<file path="config.mk">
export PLATFORM = sky130hd
export DESIGN_NAME = seg_scan_ctrl
export DESIGN_NICKNAME = d
export VERILOG_FILES = /design/src/rtl/seg_scan_ctrl.sv
export SDC_FILE = /design/constraint.sdc
export NUM_CORES = 1
export LEC_CHECK = 0
export CORE_ASPECT_RATIO = 1.5
export CORE_MARGIN = 2
export CORE_UTILIZATION = 45
export DETAILED_ROUTE_END_ITERATION = 12
export GPL_TIMING_DRIVEN = 0
export PLACE_DENSITY = 0.67
export SYNTH_ARGS = -nofsm -noshare
export SYNTH_HDL_FRONTEND = slang
export SYNTH_SLANG_ARGS = --single-unit
</file>
<file path="constraint.sdc">
create_clock -name clk -period 6 [get_ports clk]
set_input_delay 0.6 -clock clk [delete_from_list [all_inputs] [get_ports clk]]
set_output_delay 0.6 -clock clk [all_outputs]
set_load 0.05 [all_outputs]
</file>
<file path="src/rtl/seg_scan_ctrl.sv">
// seg_scan_ctrl: 4-digit multiplexed 7-segment scan controller with buffered load and leading-zero blanking
//   clk, rst     : clock, asynchronous active-high reset
//   value, load  : 16-bit value (4 nibbles) offered on load, accepted when ready=1
//   ready        : pending buffer empty
//   lzb_en       : leading-zero blanking enable
//   data         : nibble of the current digit
//   dig          : active-low digit enables
//   blank        : no digit enabled
module seg_scan_ctrl #(
   parameter int SCAN_DIV  = 1000,
   parameter int BLANK_CYC = 16
) (
   input  logic        clk,
   input  logic        rst,
   input  logic [15:0] value,
   input  logic        load,
   input  logic        lzb_en,
   output logic        ready,
   output logic [3:0]  data,
   output logic [3:0]  dig,
   output logic        blank
);
   localparam int CMAX = SCAN_DIV > BLANK_CYC ? SCAN_DIV : BLANK_CYC;
   localparam int CW   = $clog2(CMAX);
   typedef enum logic {PH_BLANK, PH_SHOW} phase_t;
   phase_t ph, ph_n;
   logic [1:0]    idx, idx_n;
   logic [CW-1:0] cnt, cnt_n;
   logic [15:0]   disp, disp_n, pend;
   logic          sup, sup_n, last, bnd;
   logic [3:0]    dig_n, data_n;
   always_comb begin
      last   = ph == PH_SHOW ? cnt == CW'(SCAN_DIV - 1) : cnt == CW'(BLANK_CYC - 1);
      ph_n   = !last ? ph : (ph == PH_BLANK ? PH_SHOW : PH_BLANK);
      cnt_n  = last ? '0 : cnt + 1'b1;
      idx_n  = (last && ph == PH_SHOW) ? idx + 2'd1 : idx;
      bnd    = last && ph == PH_SHOW && idx == 2'd3;
      // display buffer only swaps at the frame boundary so a frame never tears
      disp_n = (bnd && !ready) ? pend : disp;
      // suppression is decided once per slot, at SHOW entry
      sup_n  = (ph == PH_BLANK && last) ? (lzb_en && idx != 2'd0 && (disp >> {idx, 2'b00}) == 16'h0) : sup;
      data_n = disp_n[{idx_n, 2'b00} +: 4];
      dig_n  = (ph_n == PH_SHOW && !sup_n) ? ~(4'b0001 << idx_n) : 4'hF;
   end
   always_ff @(posedge clk or posedge rst) begin
      if (rst) begin
         ph    <= PH_BLANK;
         idx   <= '0;
         cnt   <= '0;
         disp  <= '0;
         pend  <= '0;
         sup   <= 1'b0;
         ready <= 1'b1;
         data  <= '0;
         dig   <= 4'hF;
         blank <= 1'b1;
      end else begin
         ph    <= ph_n;
         idx   <= idx_n;
         cnt   <= cnt_n;
         disp  <= disp_n;
         sup   <= sup_n;
         data  <= data_n;
         dig   <= dig_n;
         blank <= dig_n == 4'hF;
         if (load && ready) begin
            pend  <= value;
            ready <= 1'b0;
         end else if (bnd) begin
            ready <= 1'b1;
         end
      end
   end
endmodule

</file>
# After elaboration in Yosys (flattened, before gate mapping)
# Cells that the tools add are included.
# word_totals
ff_bits	56
inputBits	20
output_inout_bits	10
elab_cells	44
# op_classes
n_addsub	2
eq_ne	4
n_shift	3
n_mux	10
bitwise_logic	2
reduce_logical	13
# op_table
operator	n
$logic_not 16->1	1
$mux 16	1
$shiftx 16x5->4	1
$shr 16x4->16	1
$add 10x1->10 const B	1
$eq 10x10->1 const B	1
$eq 10x4->1 const B	1
$mux 10	1
$logic_and 1x1->1	8
$mux 1	6
$eq 4x4->1 const B	1
$mux 4	1
$not 4->4	1
$reduce_bool 2->1	2
$shl 1x2->4 const A	1
$add 2x1->2 const B	1
$eq 2x2->1 const B	1
$logic_not 1->1	2
$mux 2	1
$not 1->1	1

# Logic depth before layout (Yosys ltp)
# Gate-level depths: netlist of run 1.
# depth
depth_word	8
mapped_depth	10
mapped_depth_nobuf	8

# Least setup slack after synthesis of run 1
# No wires, ideal clock.
# synth_timing
path_type	reg-to-reg
from	register cnt[6]
to	register data[0]
setup_time_ps	144
arrival_time_ps	2616
required_time_ps	5856
path_slack_ps	3240
path_stages_with_launch	11
path_buffers	2
synth_period_minus_slack_ps	2760
path_cell_list	dfrtp_1 -> or4_1 -> nor4b_2 -> o2111a_1 -> buf_6 -> ha_1 -> nand3b_1 -> buf_2 -> mux2i_1 -> o22a_1 -> o221ai_1
# synth_between
elab_chain_cells	7
elab_cells_between_ends	9
classes_between	eq/ne: 2; shift: 1; mux: 3; reduce/logical: 3
# synth_lines
item	line	rtl
from (decl)	28	logic [CW-1:0] cnt, cnt_n;
from (signal assigned)	60	cnt <= cnt_n;
$eq 10x4->1 or $eq 10x10->1 (tied branches)	33	last = ph == PH_SHOW ? cnt == CW'(SCAN_DIV - 1) : cnt == CW'(BLANK_CYC - 1);
$mux 1 *	33	
$logic_and 1x1->1 *	36, 37	
$logic_and 1x1->1	37	bnd = last && ph == PH_SHOW && idx == 2'd3;
$logic_and 1x1->1	39	disp_n = (bnd && !ready) ? pend : disp;
$mux 16	39	
$shiftx 16x5->4 *	42	data_n = disp_n[{idx_n, 2'b00} +: 4];
net data_n[0]	31	logic [3:0] dig_n, data_n;
to (signal assigned)	63	data <= data_n;
to (decl)	19	output logic [3:0] data,
# The timed path passes the listed nets; every way through them passes the cells marked *.
# A chain may end at the register's enable or synchronous reset.

# Worst setup path in the final report of run 1
# layout_timing
from	register cnt[6]
to	register data[2]
# The elaborated chain is that of the path after synthesis.

==> run metrics, run 1 <==
Worst EP required=6.17 ns; WP buf/inv=2; Finish-stage setup viols=0; Fin. Hold Viols=0; io pins=30; main area contributors after synthesis=dfrtp_1, mux2_2, dfstp_2; layout cells sized above 1=0.218; Avg Cell Area, Syn=12.3 um2; Final Wtd Congestion=0.767; switch share=0.206; DRT Pass-1 Iters=4; Yosys Warn Count=0; Final HPWL DP=3.30 mm; PostCTS Resize Cnt=0; Fmax achieved=313 MHz; CTS Buf Count=5; area fraction of the dominant cell type after synthesis=0.507; max_cap viols=0; CTS sink cnt=56; DRT Wirelength=4.33 mm; CTS tree=yes; normalized max-slew margin=0.614; max-slew violations=0; met2 WL=2.35 mm; Die H=94.7 um; Layout area overhead=20.6%; Final period util=0.533; Pint=535 uW; count of cell types in the netlist=36; sequential share of power=0.588; ant diodes=0; P per Cell Area=226 nW/um2; fin nets=263; data arrival time at the worst-slack endpoint=3.36 ns; worst min-delay path class=flip-flop to flip-flop; Metal-1 WL=1.80 mm; DR vias/cell=5.02; Worst VDD drop=126 uV; largest net degree at the start of global routing=32; crit path cell chain=or4_1 -> nor4b_2 -> o2111a_1 -> buf_6 -> ha_1 -> clkbuf_1 -> and3b_1 -> a31oi_1 -> nand2b_1 -> o2111ai_1; input/output buffers=29; Worst Clk Skew=0.00780 ns; #FFs+latches synth=56; CP peak stage delay=0.56 ns; Synth Net Count=226; H-tree levels=2; DRC=0; Die X=64.5 um; number of DRC markers in iteration 0=55; P_sw=139 uW; Post-Route Setup TNS=0 ns; fin util=0.555; Routed met3 length=115 um; area of the die=6110 um2; clk root buf=clkbuf_8; top routing layer in use=met4; postcts setup bufs=0; Worst Path Max Fanout=12; Tmin final=3.20 ns; CP max stage cell=or4_1; Post-Syn Area=2470 um2; post-route ant nets=0; clock network power share=0.363; first-pass GRT wire length=7.73 mm; RSZ-0062 raised after global routing=false; Crit path max-delay family=simple AND/OR/NAND/NOR gates; Clock transition at path regs=0.10 ns; Cell Rows=33; Worst-Margin Slew=0.579 ns; final hold slack=0.501 ns; Comb power frac=0.048; area leader, netlist=dfrtp_1; register area share after synthesis=0.570; Initial Util=0.460; initial antenna violation count=0; worst-case clock buffer depth=2; nature of the critical path startpoint=flip-flop; Post-Synthesis Cells=200; GRT overflow=0; status=finished clean; total core area=5370 um2; CP Capture Type=flip-flop; GRT Resource Usage Total=0.166; WL/cell=14.1 um; CTS hold repair buffers=0; crit path kind=flip-flop to flip-flop; leakage=0.00148 uW; worst skew pair latency=0.31 ns; vias in the first global route=1611; Vias=1546
==> kinds of logic after synthesis <==
group,Yosys count,share of synthesized area
xor gates and xnor gates,10,0.0355
buffers and inverters,23,0.0385
DFF,56,0.570
muxes,33,0.146
AOI/OAI and AO/OA,15,0.0466
and+or+nand+nor,57,0.133
adders and majority gates,6,0.0304
==> synth_stat cells <==
cell type	count
nand3_1	6
nand4_1	2
a21oi_1	1
o21ai_0	2
nor2_2	8
or4_1	1
nor3b_1	3
nor4b_2	1
nor4_1	3
nor3_1	5
nand3b_1	1
o221ai_1	1
o2111a_1	1
a31oi_1	3
o22a_1	3
nand2_1	11
a211o_1	1
xor2_1	4
clkbuf_1	3
nand2b_1	8
inv_1	18
and3_1	1
buf_2	1
nor2_1	4
buf_6	1
and3b_1	1
o31a_1	1
ha_1	6
nor4b_1	1
xnor2_1	6
mux2_2	24
dfrtp_1	50
o2111ai_1	2
nor2b_2	1
mux2i_1	9
dfstp_2	6
==> layout by cell type, fill, tap and decap left out, drive strengths merged, types with 3 or more instances in the layout <==
cell / instances
a31oi: 3
buf: 3
clkbuf: 8
clkdlybuf4s50: 29
dfrtp: 50
dfstp: 6
ha: 6
inv: 18
mux2: 24
mux2i: 9
nand2: 11
nand2b: 8
nand3: 6
nor2: 12
nor3: 5
nor3b: 3
nor4: 3
o22a: 3
xnor2: 6
xor2: 4
==> routing by layer <==
layer / global-route usage / up-vias
li1: - / 763
met3: 0.0381 / 6
met1: 0.203 / 758
met4: 0.0532 / 0
met2: 0.288 / 19
met5: 0 / -
==> registers in the layout, summed over array words and instances, names as in the netlist <==
name,flops
blank,1
cnt,10
data,4
dig,4
disp,16
idx,2
pend,16
ph,1
ready,1
sup,1
==> area by class of cell <==
type,instances,area [um2]
flip-flops and latches,56,1410
plain buffers,5,27.5
multi-input cells,121,966
well taps,70,87.6
clock inverters,3,42.5
inverters,18,67.6
fillers,481,2390
repair buffers,30,310
clock buffers,5,68.8
==> per-stage QoR <==
stage | area (um2) | power [uW] | cells | setup WS, ns
after floorplan | 2470 | 418 | 200 | 3.24
after global placement | 2850 | 435 | 299 | 2.82
after detailed placement | 2870 | 438 | 300 | 2.79
after CTS | 2980 | 683 | 308 | 2.77
after global routing | 2980 | 700 | 308 | 2.57
final | 2980 | 674 | 308 | 2.80
==> worst reg2reg max path: stages, from the launching register on <==
cell and delay, ns:
dfrtp_1 0.44, or4_1 0.56, nor4b_2 0.22, o2111a_1 0.21, buf_6 0.18, ha_1 0.16, clkbuf_1 0.35, and3b_1 0.23
a31oi_1 0.39, nand2b_1 0.19, o2111ai_1 0.14
==> power by group through the flow <==
stage                     clock, uW  combinational [uW]  sequential (uW)
after floorplan                   0                16.7              401
after global placement            0                31.5              404
after detailed placement          0                33.6              404
after CTS                       252                33.6              397
after global routing            265                36.6              398
final                           245                32.5              396
==> path summary, 6_finish.rpt <==
| check | from | to | slack (ns) | cells past startpoint |
|---|---|---|---|---|
| worst min-delay path | cnt[0]$_DFF_PP0_ | cnt[0]$_DFF_PP0_ | 0.50 | 1 |
| max in group asynchronous | rst | blank$_DFF_PP1_ | 4.72 | 3 |
| min in group asynchronous | rst | data[3]$_DFF_PP0_ | 0.66 | 2 |
| worst min register to register | cnt[0]$_DFF_PP0_ | cnt[0]$_DFF_PP0_ | 0.50 | 1 |
| worst max register to register | cnt[6]$_DFF_PP0_ | data[2]$_DFF_PP0_ | 2.80 | 10 |
| worst max-delay path | cnt[6]$_DFF_PP0_ | data[2]$_DFF_PP0_ | 2.80 | 10 |
No activity file was read; power rests on OpenSTA's default activity.
==> run 2, diff against run 1 <==
- PLACE_DENSITY: 0.67 -> 0.69
- clock period: 6 -> 2.65 ns (I/O delays scaled with it)
==> run metrics, run 2 (same netlist as run 1, synthesis figures left out) <==
Initial Util=0.460 (unchanged); H-tree levels=2 (unchanged); clock network power share=0.370 (+0.007); io pins=30 (unchanged); fin nets=281 (+6.8%); Fmax achieved=376 MHz (+20%); P_sw=307 uW (+120%); fin util=0.609 (+0.0543); vias in the first global route=1676 (+4.0%); Pint=1240 uW (+130%); DR vias/cell=5.03 (+0.28%); Layout area overhead=32.4%; DRC=0 (unchanged); WP buf/inv=2 (unchanged); final hold slack=0.240 ns (-0.261 ns); post-route ant nets=0 (unchanged); Die X=64.5 um (unchanged); Worst VDD drop=274 uV (+120%); Cell Rows=33 (unchanged); DRT Wirelength=4.70 mm (+8.5%); overall power=1550 uW (+130%); biggest regs=disp x16, pend x16, cnt x10; CP most frequent cell=buf_6; largest net degree at the start of global routing=42 (+31%); status=complete, but fails checks; worst-case clock buffer depth=2 (unchanged); sequential share of power=0.581 (-0.007); GRT overflow=0 (unchanged); worst min-delay path class=primary input to async pin; number of DRC markers in iteration 0=19 (-65%); pre-CTS setup slack=-0.462 ns (-3.26 ns); Tmin final=2.66 ns (-0.537 ns); CTS tree=yes; WL/cell=14.4 um (+2.5%); normalized max-slew margin=0.587 (-0.0268); leakage=0.00160 uW (+8.0%); failing checks=negative setup slack; Vias=1641 (+6.1%); Fin. Hold Viols=0 (unchanged); Metal-1 WL=1.82 mm (+1.3%); CP peak stage delay=0.52 ns (-0.04 ns); first-pass GRT wire length=7.75 mm (+0.26%); nature of the critical path startpoint=flip-flop; most frequent cells in the layout=dfrtp_1, clkdlybuf4s50_1, mux2_2; Worst-Margin Slew=0.620 ns (+0.0401 ns); commonest non-fill, non-tap cell in the layout=dfrtp_1; Finish-stage setup viols=2 (+2); Die H=94.7 um (unchanged); Clock transition at path regs=0.10 ns (about the same); CTS sink cnt=56 (unchanged); clk root buf=clkbuf_8; Routed met3 length=118 um (+2.6%); met2 WL=2.63 mm (+12%); Worst Clk Skew=0.00678 ns (-0.00102 ns); Final Wtd Congestion=0.817 (+6.5%); switch share=0.199 (-0.00765); ant diodes=0 (unchanged); final worst slack=-0.0119 ns (-2.81 ns); initial antenna violation count=0 (unchanged); layout cells sized above 1=0.336 (+0.117); CP max stage cell=or4_4; GRT Resource Usage Total=0.169 (+0.00292); crit path cell chain=or4_4 -> nor4b_2 -> o2111a_1 -> buf_6 -> ha_4 -> nand3b_1 -> buf_6 -> mux2_4 -> nand2b_4 -> o2111ai_4; area of the die=6110 um2 (unchanged); crit path kind=flip-flop to flip-flop; Comb power frac=0.048 (about the same); worst skew pair latency=0.31 ns (about the same); total core area=5370 um2 (unchanged); Worst EP required=2.83 ns (-3.34 ns); Worst Path Max Fanout=6 (-6); CTS Buf Count=5 (unchanged); max-slew violations=0 (unchanged); DRT Pass-1 Iters=4 (unchanged); data arrival time at the worst-slack endpoint=2.84 ns (-0.52 ns); Final HPWL DP=3.22 mm (-2.3%); top routing layer in use=met4; Final period util=1.00 (+0.471); RSZ-0062 raised after global routing=true; Crit path max-delay family=simple AND/OR/NAND/NOR gates; max_cap viols=0 (unchanged); P per Cell Area=473 nW/um2 (+110%); input/output buffers=29 (unchanged); CP Capture Type=flip-flop
[run 2: cell types whose count changed in the layout (fill, tap and decap cells not counted), sizes merged]
cell      delta
buf         +19
clkinvlp     -1
[run 2: power by group through the flow]
stage          Combinational [uW]  Sequential, uW  Clock, uW
3_5_place_dp                 77.4             914          0
2_1_floorplan                37.8             908          0
4_1_cts                      77.6             898        596
3_3_place_gp                 71.4             914          0
6_report                     74.7             900        573
5_1_grt                      84.8             902        629
[run 2: per-stage QoR]
stage | std cells | area (um2) | setup TNS, ns
6_report | 326 | 3270 | -0.0142
5_1_grt | 326 | 3270 | -0.525
4_1_cts | 320 | 3150 | 0
3_5_place_dp | 300 | 2890 | -3.63
3_3_place_gp | 299 | 2870 | -4.73
2_1_floorplan | 200 | 2490 | -0.0470
[run 2: area by class of cell]
class | count | area, um2
fill | 443 | 2100
multi-input combinational | 121 | 1090
sequential | 56 | 1410
inverter | 18 | 67.6
clock inverter | 2 | 38.8
clock buffer | 6 | 82.6
buffer | 5 | 45.0
timing repair buffer | 48 | 449
tap | 70 | 87.6
[run 2: repair_timing]
action	in CTS	in global routing
setup endpoints to repair	24	10
hold endpoints to repair	0	0
resized for setup	8	16
pin swaps	2	5
hold buffers	0	0
gates cloned	0	1
setup buffers	12	5
[run 2: metal layers]
metal	vias to the layer above	GRT usage
li1	796	-
met1	810	0.193
met2	25	0.311
met3	10	0.0322
met4	0	0.0585
met5	-	0
[run 2: worst paths after layout]
kind / startpoint / depth (start not counted) / end / slack, ns
setup / recovery: cnt[6]$_DFF_PP0_ / 10 / data[2]$_DFF_PP0_ / -0.01
max in group asynchronous: rst / 3 / ready$_DFFE_PP1P_ / 1.83
hold / removal: rst / 2 / pend[3]$_DFFE_PP0P_ / 0.24
min in group clk: cnt[0]$_DFF_PP0_ / 1 / cnt[0]$_DFF_PP0_ / 0.48
hold reg to reg: cnt[0]$_DFF_PP0_ / 1 / cnt[0]$_DFF_PP0_ / 0.48
setup reg to reg: cnt[6]$_DFF_PP0_ / 10 / data[2]$_DFF_PP0_ / -0.01
[run 2: worst reg2reg max path, delay by kind of cell, from the launching register on]
kind | cells | cell delay [ns]
buffers and inverters | 2 | 0.32
AOI/OAI and AO/OA | 2 | 0.35
muxes | 1 | 0.31
DFF | 1 | 0.40
and+or+nand+nor | 4 | 1.02
adders and majority gates | 1 | 0.13
==> run 3, diff against run 2 <==
- PLACE_DENSITY: 0.69 -> 0.67
- clock period: 2.65 -> 2.95 ns (I/O delays scaled with it)
==> run metrics, run 3 (same netlist as run 1, synthesis figures left out) <==
P per Cell Area=454 nW/um2 (-4.1%); DRT Wirelength=4.42 mm (-5.9%); io pins=30 (unchanged); H-tree levels=2 (unchanged); Tmin final=2.84 ns (+0.177 ns); Die H=94.7 um (unchanged); CTS sink cnt=56 (unchanged); CTS tree=yes; Layout area overhead=22.5%; largest net degree at the start of global routing=32 (-24%); commonest non-fill, non-tap cell in the layout=dfrtp_1; GRT Resource Usage Total=0.167 (-0.00190); number of DRC markers in iteration 0=54 (+35); crit path kind=flip-flop to flip-flop; DR vias/cell=5.07 (+0.75%); fin nets=263 (-6.4%); Worst VDD drop=254 uV (-7.2%); input/output buffers=29 (unchanged); worst min-delay path class=primary input to async pin; GRT overflow=0 (unchanged); initial antenna violation count=0 (unchanged); DRT Pass-1 Iters=4 (unchanged); Final Wtd Congestion=0.767 (-6.1%); Final period util=0.962 (-0.0423); max-slew violations=0 (unchanged); biggest regs=disp x16, pend x16, cnt x10; vias in the first global route=1624 (-3.1%); status=finished clean; grt met2 use=0.292 (-0.0191); DRC=0 (unchanged); first-pass GRT wire length=7.77 mm (+0.27%); total core area=5370 um2 (unchanged); Final HPWL DP=3.30 mm (+2.3%); Initial Util=0.460 (unchanged); Die X=64.5 um (unchanged); Global Route met1 Usage=0.203 (+0.00991); Worst Clk Skew=0.00477 ns (-0.00201 ns); fin util=0.564 (-0.0457); CP Capture Type=flip-flop; RSZ-0062 raised after global routing=false; Finish-stage setup viols=0 (-2); Clock transition at path regs=0.10 ns (about the same); data arrival time at the worst-slack endpoint=3.01 ns (+0.17 ns); overall power=1370 uW (-11%); GRT met3 Usage=0.0381 (+0.00596); leakage=0.00148 uW (-7.8%); Post-Place Cells=300 (unchanged); Vias=1562 (-4.8%); clk root buf=clkbuf_8; GRT busiest layer=met2; nature of the critical path startpoint=flip-flop; worst-case clock buffer depth=2 (unchanged); ant diodes=0 (unchanged); Worst Path Max Fanout=12 (+6); CTS Buf Count=5 (unchanged); WL/cell=14.3 um (-0.42%); post-route ant nets=0 (unchanged); layout cells sized above 1=0.252 (-0.0838); most frequent cells in the layout=dfrtp_1, clkdlybuf4s50_1, mux2_2; Fmax achieved=352 MHz (-6.2%); fin cells=308 (-5.5%); max_cap viols=0 (unchanged); area of the die=6110 um2 (unchanged); worst skew pair latency=0.31 ns (about the same); Cell Rows=33 (unchanged); Fin. Hold Viols=0 (unchanged); Worst-Margin Slew=0.578 ns (-0.0413 ns); normalized max-slew margin=0.615 (+0.0275); Worst EP required=3.12 ns (+0.29 ns)
-- run 3: cell count changes in the layout (fill, tap and decap cells not counted), moves of 2 or more --
cell | previous run | this run
buf_4 | 17 | 1
nand2b_4 | 3 | 0
mux2i_1 | 5 | 7
nand2b_1 | 5 | 8
-- run 3: layout make-up --
type / instances / area, um2
fill: 468 / 2340
sequential: 56 / 1410
multi-input combinational: 121 / 1000
timing repair buffer: 31 / 318
tap: 70 / 87.6
clock buffer: 5 / 68.8
inverter: 18 / 67.6
clock inverter: 3 / 42.5
buffer: 4 / 30.0
-- run 3: per-stage QoR --
stage | TNS (ns) | hold slack, ns | cell area (um2) | setup WS [ns]
2_1_floorplan | 0 | 0.358 | 2470 | 0.190
3_3_place_gp | -0.835 | 0.482 | 2850 | -0.228
3_5_place_dp | -0.961 | 0.487 | 2870 | -0.256
4_1_cts | 0 | 0.359 | 3000 | 0.0447
5_1_grt | 0 | 0.413 | 3030 | 0.00137
6_report | 0 | 0.354 | 3030 | 0.112
-- run 3: worst paths after layout --
check,from,depth (start not counted),slack (ns),to
max in group asynchronous,rst,3,1.98,ready$_DFFE_PP1P_
min in group clk,cnt[0]$_DFF_PP0_,1,0.50,cnt[0]$_DFF_PP0_
hold / removal,rst,2,0.35,data[3]$_DFF_PP0_
setup / recovery,cnt[6]$_DFF_PP0_,10,0.11,data[2]$_DFF_PP0_
setup reg to reg,cnt[6]$_DFF_PP0_,10,0.11,data[2]$_DFF_PP0_
hold reg to reg,cnt[0]$_DFF_PP0_,1,0.50,cnt[0]$_DFF_PP0_
-- run 3: repair_timing --
| item | in CTS | in global routing |
|---|---|---|
| setup buffers | 1 | 0 |
| resized for setup | 3 | 8 |
| hold buffers | 0 | 0 |
| pin swaps | 1 | 0 |
| hold endpoints to repair | 0 | 0 |
| endpoints found under the setup margin | 8 | 4 |
-- run 3: power by group --
| part | total, uW | internal, uW | switching, uW |
|---|---|---|---|
| clock network | 499 | 252 | 247 |
| registers | 807 | 793 | 14.2 |
| logic | 66.1 | 43.2 | 22.8 |
| total | 1370 | 1090 | 284 |
-- run 3: routing by layer --
| layer | vias to the layer above | wire length, um |
|---|---|---|
| met4 | 0 | 61 |
| met5 | - | 0 |
| met1 | 775 | 1840 |
| met2 | 19 | 2400 |
| li1 | 762 | - |
| met3 | 6 | 114 |
-- run 3: worst max-delay path, cell delays in order (launching register included) --
cell       delay, ns
dfrtp_2         0.45
or4_1           0.56
nor4b_2         0.22
o2111a_1        0.21
buf_6           0.19
ha_2            0.22
nand3b_1        0.13
buf_4           0.21
mux2_2          0.28
nand2b_1        0.09
o2111ai_1       0.14
